[config.mk]
export PLATFORM = sky130hd
export DESIGN_NAME = fifo_stream_reader
export DESIGN_NICKNAME = d
export VERILOG_FILES = /design/src/rtl/fifo_stream_reader.sv
export SDC_FILE = /design/constraint.sdc
export NUM_CORES = 1
export LEC_CHECK = 0
export CAP_MARGIN = 20
export CORE_ASPECT_RATIO = 0.6
export CORE_MARGIN = 10
export CORE_UTILIZATION = 30
export DETAILED_ROUTE_END_ITERATION = 7
export SETUP_SLACK_MARGIN = 0.5
export SLEW_MARGIN = 20
export SYNTH_ARGS = -nofsm -noshare
export SYNTH_HDL_FRONTEND = slang
export SYNTH_SLANG_ARGS = --single-unit
[constraint.sdc]
create_clock -name clk -period 2 [get_ports clk]
set_input_delay 0.3 -clock clk [delete_from_list [all_inputs] [get_ports clk]]
set_output_delay 0.3 -clock clk [all_outputs]
set_load 0.02 [all_outputs]
[src/rtl/fifo_stream_reader.sv]
// fifo_stream_reader: pops an upstream FIFO with one-cycle read latency and re-times
// the data onto a valid/ready stream. Optional macro: FIFO_STREAM_READER_XFER_CNT_EN.
module fifo_stream_reader #(
    parameter int DATA_W = 8
) (
    input  logic              clk,
    input  logic              rst_n,
    input  logic              fifo_empty,
    input  logic [DATA_W-1:0] fifo_data,
    output logic              fifo_rd_en,
    input  logic              flush,
    output logic              m_valid,
    output logic [DATA_W-1:0] m_data,
    input  logic              m_ready
`ifdef FIFO_STREAM_READER_XFER_CNT_EN
    ,
    output logic [15:0]       xfer_count
`endif
);

    // Stream handshake: a beat transfers on a rising edge where m_valid && m_ready;
    // while m_valid && !m_ready, m_valid and m_data hold their values.
    logic [1:0]        occ_q, occ_d;
    logic              inflight_q;
    logic              valid_q;
    logic [DATA_W-1:0] head_q, head_d;
    logic [DATA_W-1:0] tail_q, tail_d;
    logic              pop;
    logic              cap;
    logic [1:0]        base;
    logic [2:0]        level;

    assign pop   = valid_q && m_ready;
    assign cap   = inflight_q && !flush;
    assign level = {1'b0, occ_q} + {2'b00, inflight_q} - {2'b00, pop};
    assign base  = occ_q - {1'b0, pop};

    // Only request a byte when a slot is guaranteed free by the time it lands.
    assign fifo_rd_en = rst_n && !fifo_empty && !flush && (level < 3'd2);

    assign m_valid = valid_q;
    assign m_data  = head_q;

    always_comb begin
        occ_d  = occ_q;
        head_d = head_q;
        tail_d = tail_q;
        if (flush) begin
            occ_d = 2'd0;
        end else begin
            if (pop) begin
                head_d = tail_q;
            end
            // A captured byte lands behind whatever survives this cycle's pop.
            if (cap) begin
                if (base == 2'd0) begin
                    head_d = fifo_data;
                end else begin
                    tail_d = fifo_data;
                end
            end
            occ_d = base + {1'b0, cap};
        end
    end

    always_ff @(posedge clk or negedge rst_n) begin
        if (!rst_n) begin
            occ_q      <= 2'd0;
            inflight_q <= 1'b0;
            valid_q    <= 1'b0;
            head_q     <= '0;
            tail_q     <= '0;
        end else begin
            occ_q      <= occ_d;
            inflight_q <= fifo_rd_en;
            valid_q    <= (occ_d != 2'd0);
            head_q     <= head_d;
            tail_q     <= tail_d;
        end
    end

`ifdef FIFO_STREAM_READER_XFER_CNT_EN
    logic [15:0] cnt_q;

    always_ff @(posedge clk or negedge rst_n) begin
        if (!rst_n) begin
            cnt_q <= 16'd0;
        end else if (pop) begin
            cnt_q <= cnt_q + 16'd1;
        end
    end

    assign xfer_count = cnt_q;
`endif

endmodule
; ---- Word-level counts from Yosys, hierarchy flattened
; Cells that the tools add are included.
[totals]
inputBits = 13
reg_bits = 20
elab_cells = 26
[classes]
bitwise = 2
muxes = 4
n_addsub = 4
order_cmp = 1
reduce_logical = 10
[ops]
columns = cell, count
row1 = $mux 8, 3
row2 = $logic_and 1x1->1, 5
row3 = $add 2x1->3, 1
row4 = $lt 3x2->1 const B, 1
row5 = $reduce_and 3->1, 1
row6 = $sub 3x1->3, 1
row7 = $add 2x1->2, 1
row8 = $logic_not 1->1, 2
row9 = $logic_not 2->1, 1
row10 = $mux 2, 1
row11 = $not 1->1, 2
row12 = $reduce_bool 2->1, 1
row13 = $sub 2x1->2, 1

; ---- Logic depth before layout (Yosys ltp)
[logic_depth]
ltp_word = 5
ltp_mapped = 7
depth_no_buf = 7

; ---- Worst setup path after synthesis
; No wires, ideal clock.
[synth_path]
kind = register -> output
start = register valid_q, in the netlist m_valid
end = output fifo_rd_en
required_ps = 1700
path_stages_with_launch = 7
path_slack_ps = -394
arrival_time_ps = 2094
path_buffers = 0
cell_sequence = dfrtp_1 -> nand2_1 -> xnor2_1 -> nand2_1 -> fa_1 -> nand2_1 -> nor4_1
[synth_via]
elab_chain_len = 4
[synth_rtl]
columns = element, line_no
row1 = "start, declared", 25  ; logic valid_q;
row2 = "start signal, assigned", 76  ; valid_q <= (occ_d != 2'd0);
row3 = $logic_and 1x1->1, 33  ; assign pop = valid_q && m_ready;
row4 = $sub 3x1->3, 35  ; assign level = {1'b0, occ_q} + {2'b00, inflight_q} - {2'b00, pop};
row5 = $lt 3x2->1, 39  ; assign fifo_rd_en = rst_n && !fifo_empty && !flush && (level < 3'd2);
row6 = $logic_and 1x1->1, 39
row7 = "end, declared", 10  ; output logic fifo_rd_en,
; Every way passes these cells.

; ---- Worst setup path in the final report
; Same ends and word-level chain as after synthesis.

==> impl_results.md <==
- Status: finished, violations left
- Failing checks: negative setup slack
- Vias: 663
- IO buf count: 22
- Initial antenna violation count: 0
- CP max FO: 2
- Die Span Y: 64.07 µm
- Power, Total: 2.039 mW
- Layout fillers: 266
- Worst-Margin Slew: 0.2538 ns
- Core Region: 2984 µm²
- Critical Path Source: m_valid$_DFF_PN0_
- Die area: 5987 µm²
- Setup Viol. Count Final: 1
- Max Cap Viol: 0
- Lkg Pwr: 0.7540 nW
- Endpoints failing hold: 0
- Crit end category: output port
- Warnings from Yosys: 0
- Commonest non-fill, non-tap cell in the layout: dfrtp_1
- Die width: 93.45 µm
- P&R area growth vs syn: 58.63%
- DRT iter0 DRCs: 6
- Worst-path clk slew: 0.07 ns
- Vias in the first global route: 742
- Detail Placement HPWL: 1639 µm
- Slew Limit Fails: 0
- DR WL/cell: 16.38 µm
- Share of cells above drive strength 1: 0.5769
- Commonest non-fill, non-tap cells in the layout: dfrtp_1 (19), mux2_4 (16), buf_4 (11)
- Initial Util: 0.3254
- Clock sinks: 20
- # rows: 15
- CTS Buf Count: 3
- Root Driver: clkbuf_8
- Non-Filler Instances: 146
- PwrDens: 1324 nW/µm²
- Mapped Area: 970.9 µm²
- H-tree Lvls: 1
- Crit Path Class: reg2out
- Congestion Overflow GR: 0
- Vias per inst: 4.541
- Setup TNS: -0.3679 ns
- #FFs+latches synth: 20
- Final wirelength: 2391 µm
- First-pass GRT wire length: 3946 µm
- Post-route setup slack: -0.3679 ns
- N_diodes: 0
- Worst-Skew Late Latency: 0.26 ns
- Largest net degree at the start of global routing: 21
- RSZ-0062 raised after global routing: true
- Nets: 121
- CP Data Required Time: 1.70 ns
- Fmax: 422.3 MHz
- # DRC: 0
- Seq/Total Area, Yosys: 0.5155
- Synth unique cells: 17
- Post-Syn Nets: 82
- Routed Antenna Nets: 0
- CTS Buffer Depth: 2
- Overall Global Routing Usage: 0.08498
- CTS tree: built
- Gpl congestion: 0.6676
- Fin crit period: 2.368 ns
- HP Class: in2async
- Share of the clock period used by the worst path: 1.184
- Top Ports: 23
- DRT Pass-1 Iters: 2
- RR Startpoint: m_valid$_DFF_PN0_
- Worst rel slew slack: 0.8295
- CP startpoint kind: register
- Syn_area_per_cell: 14.71 µm²
- Post-cts hold buffer count: 0
- Peak supply drop: 0.0005680 V
- WP data arrival: 2.07 ns
- Clk_skew: 0.001895 ns
- Dpl cells: 138
- Synth Instances: 66
## logic make-up (layout without fill, tap and decap cells)
kind of cell / Yosys count / count (layout) / share of synthesized area
adder cells (fa/ha/maj): 3 / 3 / 0.04639
flip-flops: 20 / 20 / 0.5155
multiplexers: 24 / 24 / 0.2784
XOR/XNOR: 4 / 4 / 0.04382
AND/OR/NAND/NOR: 10 / 10 / 0.07474
buffers and inverters: 3 / 41 / 0.01160
AO/OA/AOI/OAI: 2 / 2 / 0.02964
## where the power goes
| part | total (mW) | internal, mW | switching, mW |
|---|---|---|---|
| clock | 0.306 | 0.175 | 0.131 |
| combinational | 1.05 | 0.614 | 0.440 |
| sequential | 0.678 | 0.580 | 0.0984 |
## through the flow
step / area (µm²) / util / worst slack, ns / hold slack (ns)
detailed placement: 1368 / 0.4583 / -0.9172 / 0.4955
finish: 1540 / 0.5161 / -0.3679 / 0.4720
global placement: 1368 / 0.4583 / -0.8813 / 0.4940
global route: 1540 / 0.5161 / -0.4775 / 0.5035
floorplan: 1035 / - / -0.003232 / 0.004409
CTS: 1504 / 0.5040 / -0.3463 / 0.4103
## critical path: stages, from the launching register on
cell and delay, ns:
dfrtp_2 0.43, nand2_4 0.07, xnor2_2 0.10, nand2_1 0.08, fa_2 0.54, nand2_2 0.07
nor4_4 0.32, buf_4 0.20
## cell type report
type                       instances  area [µm²]  area share
timing repair buffer              34       306.5      0.1990
clock buffer                       4       55.05     0.03574
tap                               42       52.55     0.03412
inverter                           3       11.26    0.007311
multi-input combinational         43       613.1      0.3980
sequential                        20       501.7      0.3258
## synth_stat cells
| cell | number | area, µm² |
|---|---|---|
| a21boi_4 | 1 | 18.77 |
| and2b_2 | 1 | 8.760 |
| dfrtp_1 | 20 | 500.5 |
| fa_1 | 1 | 20.02 |
| ha_1 | 2 | 25.02 |
| inv_1 | 3 | 11.26 |
| mux2_2 | 24 | 270.3 |
| nand2_1 | 3 | 11.26 |
| nand3_2 | 1 | 10.01 |
| nand3b_4 | 1 | 20.02 |
| nor2_1 | 1 | 3.750 |
| nor2b_1 | 2 | 12.51 |
| nor4_1 | 1 | 6.260 |
| o21ba_2 | 1 | 10.01 |
| xnor2_1 | 2 | 17.52 |
| xnor2_2 | 1 | 16.27 |
| xor2_1 | 1 | 8.760 |
## registers in the layout, summed over array words and instances (netlist names)
| signal | count |
|---|---|
| m_valid | 1 |
| occ_q | 2 |
| m_data | 8 |
| inflight_q | 1 |
| tail_q | 8 |
## worst paths after layout
path	depth (start not counted)	slack, ns	end
setup / recovery	7	-0.37	fifo_rd_en
hold / removal	2	0.47	m_data[1]$_DFFE_PN0N_
setup reg to reg	7	0.17	inflight_q$_DFF_PN0_
hold reg to reg	1	0.51	tail_q[2]$_DFFE_PN0P_
max in group asynchronous	2	1.30	m_valid$_DFF_PN0_
min in group clk	1	0.51	tail_q[2]$_DFFE_PN0P_
## per-layer routing
metal / track usage / part of all wire
met4: 0.02299 / 0.0059
met1: 0.09556 / 0.43
met3: 0.04196 / 0.068
met5: 0 / 0
met2: 0.1401 / 0.49
## what timing repair did
action                                  4_1_cts  5_1_grt
gates resized for setup                      31        6
buffers inserted                              2        2
endpoints found under the setup margin       30       21
pin swaps                                     8        9
endpoints found under the hold margin         0        0
Power figures use the tool's default switching activity.
